$ cat src/rtl/overlay_pkg.sv
// Shared types for the overlay fetch path: ABGR4444 pixel layout and fetch FSM states.
package overlay_pkg;
   localparam int OVL_WIDTH  = 540;
   localparam int OVL_HEIGHT = 720;

   typedef struct packed {
      logic [3:0] a;
      logic [3:0] b;
      logic [3:0] g;
      logic [3:0] r;
   } overlay_px_t;

   typedef enum logic [1:0] {F_IDLE, F_REQ, F_WAIT} fetch_state_t;
endpackage

$ cat src/rtl/overlay_fifo.sv
// Small synchronous word FIFO with flush; count reflects same-cycle push and pop.
module overlay_fifo #(
   parameter int DEPTH = 4
) (
   input  logic                   clock,
   input  logic                   reset,
   input  logic                   push,
   input  logic                   pop,
   input  logic                   flush,
   input  logic [31:0]            din,
   output logic [31:0]            dout,
   output logic                   empty,
   output logic [$clog2(DEPTH):0] count
);
   localparam int PTR_W = $clog2(DEPTH);
   localparam int CNT_W = PTR_W + 1;

   logic [31:0]      mem [DEPTH];
   logic [PTR_W-1:0] wr_ptr, rd_ptr;
   logic             do_pop;

   assign empty  = (count == '0);
   assign do_pop = pop & ~empty;
   assign dout   = mem[rd_ptr];

   // Pointers wrap naturally because DEPTH is a power of two.
   always_ff @(posedge clock or posedge reset) begin
      if (reset) begin
         wr_ptr <= '0;
         rd_ptr <= '0;
         count  <= '0;
      end else if (flush) begin
         wr_ptr <= '0;
         rd_ptr <= '0;
         count  <= '0;
      end else begin
         if (push)   wr_ptr <= wr_ptr + PTR_W'(1);
         if (do_pop) rd_ptr <= rd_ptr + PTR_W'(1);
         count <= count + CNT_W'(push) - CNT_W'(do_pop);
      end
   end

   always_ff @(posedge clock) begin
      if (push && !flush) mem[wr_ptr] <= din;
   end

   a_no_overflow: assert property (@(posedge clock) disable iff (reset)
      !(push && !do_pop && !flush && count == CNT_W'(DEPTH)));
endmodule

$ cat src/rtl/overlay_fetch.sv
// Streams the overlay bitmap from SDRAM in raster order and unpacks it into one
// ABGR4444 pixel per active video pixel, prefetching words into a small FIFO.
module overlay_fetch
   import overlay_pkg::*;
#(
   parameter int FIFO_DEPTH  = 4,
   parameter int FRAME_WORDS = 194400,
   parameter int ADDR_W      = 24
) (
   input  logic              clock,
   input  logic              reset,
   input  logic              enable,
   input  logic              ce_pix,
   input  logic              hblank,
   input  logic              vblank,
   input  logic              vsync,
   output logic              mem_req,
   output logic [ADDR_W-1:0] mem_addr,
   input  logic              mem_ack,
   input  logic [31:0]       mem_data,
   output logic [3:0]        bg_r,
   output logic [3:0]        bg_g,
   output logic [3:0]        bg_b,
   output logic [3:0]        bg_a,
   output logic              underflow
);
   localparam int CNT_W = $clog2(FRAME_WORDS + 1);
   localparam int OCC_W = $clog2(FIFO_DEPTH) + 1;

   fetch_state_t     state, state_n;
   logic             vsync_q, frame_start, flush;
   logic             accept, keep, discard;
   logic             half_sel, pix_go, pop;
   logic [CNT_W-1:0] word_cnt;
   logic [OCC_W-1:0] fifo_count;
   logic [31:0]      fifo_dout;
   logic             fifo_empty;
   overlay_px_t      px, pix;

   assign frame_start = ce_pix & vsync & ~vsync_q;
   assign flush       = frame_start | ~enable;
   assign accept      = (state == F_WAIT) & mem_ack;
   assign keep        = accept & ~discard & ~flush;
   assign pix_go      = ce_pix & enable & ~(hblank | vblank) & ~frame_start;
   assign pop         = pix_go & ~fifo_empty & half_sel;
   assign px          = half_sel ? fifo_dout[31:16] : fifo_dout[15:0];

   assign bg_r = pix.r;
   assign bg_g = pix.g;
   assign bg_b = pix.b;
   assign bg_a = pix.a;

   overlay_fifo #(.DEPTH(FIFO_DEPTH)) u_fifo (
      .clock (clock),
      .reset (reset),
      .push  (keep),
      .pop   (pop),
      .flush (flush),
      .din   (mem_data),
      .dout  (fifo_dout),
      .empty (fifo_empty),
      .count (fifo_count)
   );

   always_ff @(posedge clock or posedge reset) begin
      if (reset) state <= F_IDLE;
      else       state <= state_n;
   end

   always_comb begin
      state_n = state;
      mem_req = 1'b0;
      case (state)
         F_IDLE:
            if (enable && !discard && word_cnt < CNT_W'(FRAME_WORDS) &&
                fifo_count < OCC_W'(FIFO_DEPTH))
               state_n = F_REQ;
         F_REQ: begin
            mem_req = 1'b1;
            state_n = F_WAIT;
         end
         F_WAIT:
            if (mem_ack) state_n = F_IDLE;
         default: state_n = F_IDLE;
      endcase
   end

   // A flush while a request is in flight poisons its ack; an ack landing in the
   // flush cycle itself is simply not pushed, so discard is never left dangling.
   always_ff @(posedge clock or posedge reset) begin
      if (reset) begin
         vsync_q  <= 1'b0;
         mem_addr <= '0;
         word_cnt <= '0;
         discard  <= 1'b0;
      end else begin
         if (ce_pix) vsync_q <= vsync;
         if (frame_start) begin
            mem_addr <= '0;
            word_cnt <= '0;
         end else if (keep) begin
            mem_addr <= mem_addr + ADDR_W'(2);
            word_cnt <= word_cnt + CNT_W'(1);
         end
         if (accept)                         discard <= 1'b0;
         else if (flush && state != F_IDLE)  discard <= 1'b1;
      end
   end

   always_ff @(posedge clock or posedge reset) begin
      if (reset) begin
         half_sel  <= 1'b0;
         underflow <= 1'b0;
         pix       <= '0;
      end else begin
         if (frame_start) begin
            half_sel  <= 1'b0;
            underflow <= 1'b0;
         end else if (pix_go) begin
            if (!fifo_empty) half_sel  <= ~half_sel;
            else             underflow <= 1'b1;
         end
         if (!enable)     pix <= '0;
         else if (pix_go) pix <= fifo_empty ? overlay_px_t'('0) : px;
      end
   end
endmodule

$ cat config.mk
export PLATFORM = sky130hd
export DESIGN_NAME = overlay_fetch
export DESIGN_NICKNAME = d
export VERILOG_FILES = /design/src/rtl/overlay_pkg.sv /design/src/rtl/overlay_fifo.sv /design/src/rtl/overlay_fetch.sv
export SDC_FILE = /design/constraint.sdc
export NUM_CORES = 1
export LEC_CHECK = 0
export BUFFER_PORTS_ARGS = -buffer_cell sky130_fd_sc_hd__buf_2
export CAP_MARGIN = 10
export CORE_MARGIN = 2
export CORE_UTILIZATION = 53
export CTS_CLUSTER_SIZE = 28
export DETAILED_ROUTE_END_ITERATION = 7
export PLACE_DENSITY = 0.76
export RECOVER_POWER = 25
export REMOVE_ABC_BUFFERS = 1
export SLEW_MARGIN = 10
export SYNTH_ARGS = -nofsm -noshare
export SYNTH_HDL_FRONTEND = slang
export SYNTH_SLANG_ARGS = --single-unit
$ cat constraint.sdc
create_clock -name clock -period 2.55 [get_ports clock]
set_input_delay 0.1275 -clock clock [delete_from_list [all_inputs] [get_ports clock]]
set_output_delay 0.1275 -clock clock [all_outputs]
set_load 0.05 [all_outputs]
* Word-level counts from Yosys, hierarchy flattened
Memories as Yosys holds them, arrays and structs flattened. Cells that the tools add are included.
Cells by class: $lt $le $gt $ge 2, bitwise operators 21, reductions and logical operators 19, add/sub/neg operators 6, equal/unequal tests 6, multiplexer cells 27
Operators by type and width (number):
- 16-bit 2-to-1 mux | 4
- 24-bit 2-to-1 mux | 2
- 18-bit 2-to-1 mux | 2
- 24-bit by 2-bit adder with 24-bit output (second input constant) | 1
- 18-bit by 1-bit adder with 18-bit output (second input constant) | 1
- 18-bit < comparator (second input constant) | 1
- 2-bit nonzero test | 7
- 2-bit 2-to-1 mux | 6
- 1-bit AND | 11
- 1-bit 2-to-1 mux | 11
- 1-bit inverter | 8
- 2-bit != test (second input constant) | 3
- 2-bit case mux with 3 select lines | 1
- 2-bit AND reduction | 3
- 1-bit logical AND | 5
- 2-bit by 1-bit adder with 2-bit output (second input constant) | 2
- 3-bit by 1-bit adder with 3-bit output | 1
- 3-bit logical NOT | 1
- 3-bit < comparator (second input constant) | 1
- 3-bit 2-to-1 mux | 1
- 3-bit by 1-bit subtractor with 3-bit output | 1
- 2-bit by 1-bit == test with 1-bit output (second input constant) | 1
- 2-bit == test (second input constant) | 1
- 1-bit logical NOT | 2
- other kinds (3) | 4
Word-level totals: output and inout port bits 42, input port bits 40, memory bits (writable) 128, memories kept 1, register bits 71, word-level logic and storage cells 96
Memories:
- u_fifo.mem | words 4, width 32, read ports 1, clocked after Yosys merged registers in 0, write ports 1, RTL line overlay_fifo.sv:18 | logic [31:0] mem [DEPTH];

* Depth between registers and ports, before layout
depth after elaboration 9, gate-level depth with buffers 12, mapped depth without buffers 11

* Modules after synthesis
Synthesis repeated with hierarchy kept, for this count alone.
Unflattened totals: cells, all modules 539, area total of the unflattened synthesis 8355.5 um2
By module, submodules not included:
- overlay_fifo | sequential area each 4018.9 um2, cells an instance 211, area each 5121.2 um2, instances 1
- overlay_fetch | sequential area each 1576.5 um2, cells an instance 328, area each 3234.4 um2, instances 1

* Least setup slack after synthesis
OpenSTA, ideal clock, no wires.
path type register -> register, start point register vsync_q, end point register u_fifo.count[2], slack 32 ps, data required time 2426 ps, stages on the path, launching flop included 13, path buffers 2, clock period less this slack 2518 ps, setup time 124 ps, data arrival time 2394 ps, cells stage by stage dfrtp_1 and3b_1 clkbuf_1 buf_1 nor2_1 ha_1 inv_1 ha_1 inv_1 fa_1 xor2_1 xnor2_1 nor2_1
Between the ends: word-level cells in the longest chain between the ends 9, elaborated cells on any way between the ends 13, classes of those cells add/sub (2); mux (1); bitwise (10)
Ends and longest elaborated chain:
- from (decl) | RTL line overlay_fetch.sv:31 | logic vsync_q, frame_start, flush;
- from (signal assigned) | RTL line overlay_fetch.sv:97 | if (ce_pix) vsync_q <= vsync;
- 1-bit inverter (*) | RTL line overlay_fetch.sv:40 | assign frame_start = ce_pix & vsync & ~vsync_q;
- 1-bit AND (*) | RTL line overlay_fetch.sv:40
- branches (longest 6 deep; another with 3-bit by 1-bit adder with 3-bit output)
- 3-bit 2-to-1 mux (*) | RTL line overlay_fifo.sv:32 | end else if (flush) begin
- to (signal assigned) | RTL line overlay_fifo.sv:39 | count <= count + CNT_W'(push) - CNT_W'(do_pop);
- to (decl) | RTL line overlay_fifo.sv:13 | output logic [$clog2(DEPTH):0] count
Every way passes the cells marked *. A chain may end at the register's enable or synchronous reset.

* Worst setup path in the final report
start point register u_fifo.count[1], end point register u_fifo.count[2]
Between the ends: word-level cells in the longest chain between the ends 7, elaborated cells on any way between the ends 8, classes of those cells add/sub (2); mux (1); bitwise (4); reduce/logical (1)
Ends and longest elaborated chain:
- 3-bit logical NOT | RTL line overlay_fifo.sv:22 | assign empty = (count == '0);
- 1-bit inverter | RTL line overlay_fifo.sv:23, overlay_fetch.sv:45
- 1-bit AND (2 in series) | RTL line overlay_fetch.sv:45 | assign pop = pix_go & ~fifo_empty & half_sel;
- 1-bit AND | RTL line overlay_fifo.sv:23 | assign do_pop = pop & ~empty;
- 3-bit by 1-bit subtractor with 3-bit output (*) | RTL line overlay_fifo.sv:39
- 3-bit 2-to-1 mux (*) | RTL line overlay_fifo.sv:32
Every way passes the cells marked *; elsewhere a longest branch is shown, timed or not.

==> results.json <==
{
  "outcome": "completed",
  "post_drt_wl_per_cell_um": 19.8,
  "max-vdd-ir-drop_v": 0.000703,
  "yosysTopAreaCell": "edfxtp_1",
  "synthCells": 536,
  "grt_pass1_vias": 5480,
  "core_um2": 15200,
  "cts.reportedPaths.clkPinSlew_ns": 0.07,
  "cts_tree": "yes",
  "cp_max_fo": 4,
  "synth_top_area_frac": 0.465,
  "grt_max_degree": 48,
  "antenna_found_initial": 0,
  "critPathKind": "register to register",
  "die_w_um": 129,
  "areaGrowthSynthToFinish_pct": 20.2,
  "seq_area_frac_synth": 0.678,
  "ys_ff_latch": 198,
  "cts_buffers": 17,
  "rows": 45,
  "cts-htree-levels": 4,
  "synth_enable_flop_cells": 128,
  "diodes": 0,
  "synth_area_um2": 8260,
  "final_core_util": 0.653,
  "die_area_um2": 16600,
  "ys_top_cells_by_area": "edfxtp_1 (47%), dfrtp_1 (21%), mux4_2 (8.7%)",
  "vias": 5274,
  "end_kind": "register",
  "remaining_drc_errors": 0,
  "cts.sinks": 198,
  "finalCritPeriodShare": 0.960,
  "crit_required_ns": 2.86,
  "dr.pass1.iters": 4,
  "finalWirelength_um": 17100,
  "start_util": 0.543,
  "worst_slew_pin_slew_ns": 0.708,
  "fin_skew_ns": 0.0102,
  "crit_slowest_cell": "dfrtp_2",
  "dp_slack_ns": 0.112,
  "worst_setup_path_start_kind": "register",
  "hold_path_class": "input port to register",
  "worst_slack_ns": 0.102,
  "slowest_delay_ns": 0.45,
  "place.gp.congestion": 0.798,
  "fin_nets": 714,
  "cts_setup_buffers": 0,
  "hold_viol": 0,
  "yosysWarnings": 0,
  "avgSynthCellArea_um2": 15.4,
  "final_cell_mix": "edfxtp_1 (128), dfrtp_1 (68), buf_2 (52)",
  "fp.dieH_um": 129,
  "p_total_uw": 6740,
  "synthArstFlopShare": 0.354,
  "period_needed_ns": 2.45,
  "maxCapViolCount": 0,
  "layout_commonest_cell": "edfxtp_1",
  "track_usage": 0.222,
  "grt_pass1_wl_um": 28000,
  "clkLatencyLatePin_ns": 0.43,
  "hpwl_um": 10100,
  "drt_iter0_markers": 372,
  "grt_overflow_total": 0,
  "arrival_ns": 2.75,
  "postRouteAntennaNets": 0,
  "synth_cell_types": 50,
  "drive_gt1_frac": 0.220,
  "cts_buffer_depth": 2,
  "cts_root_buf": "clkbuf_16",
  "io_pins": 82,
  "synth_flop_cell": "edfxtp_1",
  "p_per_area_nw_per_um2": 679,
  "leakage_uw": 0.00369,
  "slew_headroom": 0.527,
  "setup_violations": 0,
  "place_area_um2": 9010,
  "max_clock_freq_ghz": 0.408,
  "drv_slew": 0,
  "port_buffers": 80,
  "viasPerCell": 6.10,
  "crit_chain": "or3_4, nand3_1, nor2_1, ha_1, inv_1, ha_1, inv_1, fa_1, xor2_1, xnor2_1, nor2_1",
  "design_area_um2": 9930
}
power breakdown:
part	internal, uW	switching, uW
sequential	3500	72.3
clock	1500	1200
combinational	179	287
total	5180	1560
metrics by stage:
step,TNS [ns],cells,hold WS (ns)
after floorplan,-17.51,513,0.226
after global placement,0,799,0.203
after detailed placement,0,799,0.212
after CTS,0,865,0.0451
after global routing,-0.00482,865,0.0747
final,0,865,0.0623
registers in the layout, indices dropped and copies added (netlist names), 2 cells and up:
signal         cells
u_fifo.wr_ptr      2
u_fifo.rd_ptr      2
bg_g               4
state              2
u_fifo.mem       128
bg_a               4
mem_addr          23
word_cnt          18
bg_r               4
u_fifo.count       3
bg_b               4
worst max-delay path: cells and delay by family (launching register included):
| kind | cells | cell delay (ns) |
|---|---|---|
| adder cells (fa/ha/maj) | 3 | 0.78 |
| AND/OR/NAND/NOR | 4 | 0.65 |
| flip-flops | 1 | 0.45 |
| XOR/XNOR | 2 | 0.35 |
| buffers and inverters | 2 | 0.11 |
cell type report:
type	instances	area [um2]
clock buffers	18	439
multi-input cells	302	2520
inverters	13	48.8
flip-flops and latches	198	5600
fillers	1093	5280
well taps	188	235
repair buffers	133	926
clock inverters	13	159
final timing paths:
check,cells after the start,slack [ns],startpoint,endpoint
worst max register to register,11,0.10,u_fifo.count[1],u_fifo.count[2]
worst min register to register,1,0.48,word_cnt[15],word_cnt[15]
worst min-delay path,3,0.06,mem_ack,state[1]
min in group asynchronous,3,0.29,reset,bg_g[0]
max in group asynchronous,4,1.59,reset,u_fifo.rd_ptr[0]
worst max-delay path,11,0.10,u_fifo.count[1],u_fifo.count[2]
kinds of logic (layout without fill, tap and decap cells):
| group | after synthesis | after routing | synth area share |
|---|---|---|---|
| flops | 198 | 198 | 0.678 |
| fa+ha+maj | 9 | 9 | 0.0145 |
| buf+inv | 36 | 177 | 0.0182 |
| other cells | 1 | 1 | 0.000454 |
| mux | 60 | 60 | 0.121 |
| xor+xnor | 13 | 13 | 0.0138 |
| simple gates | 151 | 151 | 0.104 |
| compound gates | 68 | 68 | 0.0503 |
repair_timing:
| item | 4_1_cts | 5_1_grt |
|---|---|---|
| hold buffers | 35 | 0 |
| gates resized for setup | 0 | 2 |
| hold endpoints to repair | 152 | 0 |
| setup endpoints to repair | 0 | 1 |
synth_stat cells (4+ instances only):
master,instances
edfxtp_1,128
dfrtp_1,70
nand2_1,45
mux4_2,32
mux2i_1,27
o21ai_0,23
a21oi_1,21
nand3_1,16
nor2_1,16
nand4_1,15
clkbuf_1,13
inv_1,13
or4_1,11
o31ai_1,10
and2_1,8
ha_1,8
nor4_1,8
or3_1,7
xor2_1,7
buf_2,6
xnor2_1,6
and4_1,5
and3_1,4
routing by layer:
metal	track usage	vias up	wire (um)
li1	-	2347	-
met1	0.286	2718	7110
met2	0.375	184	8720
met3	0.0561	25	1060
met4	0.0665	0	240
met5	0	-	0
Power figures use the tool's default switching activity.
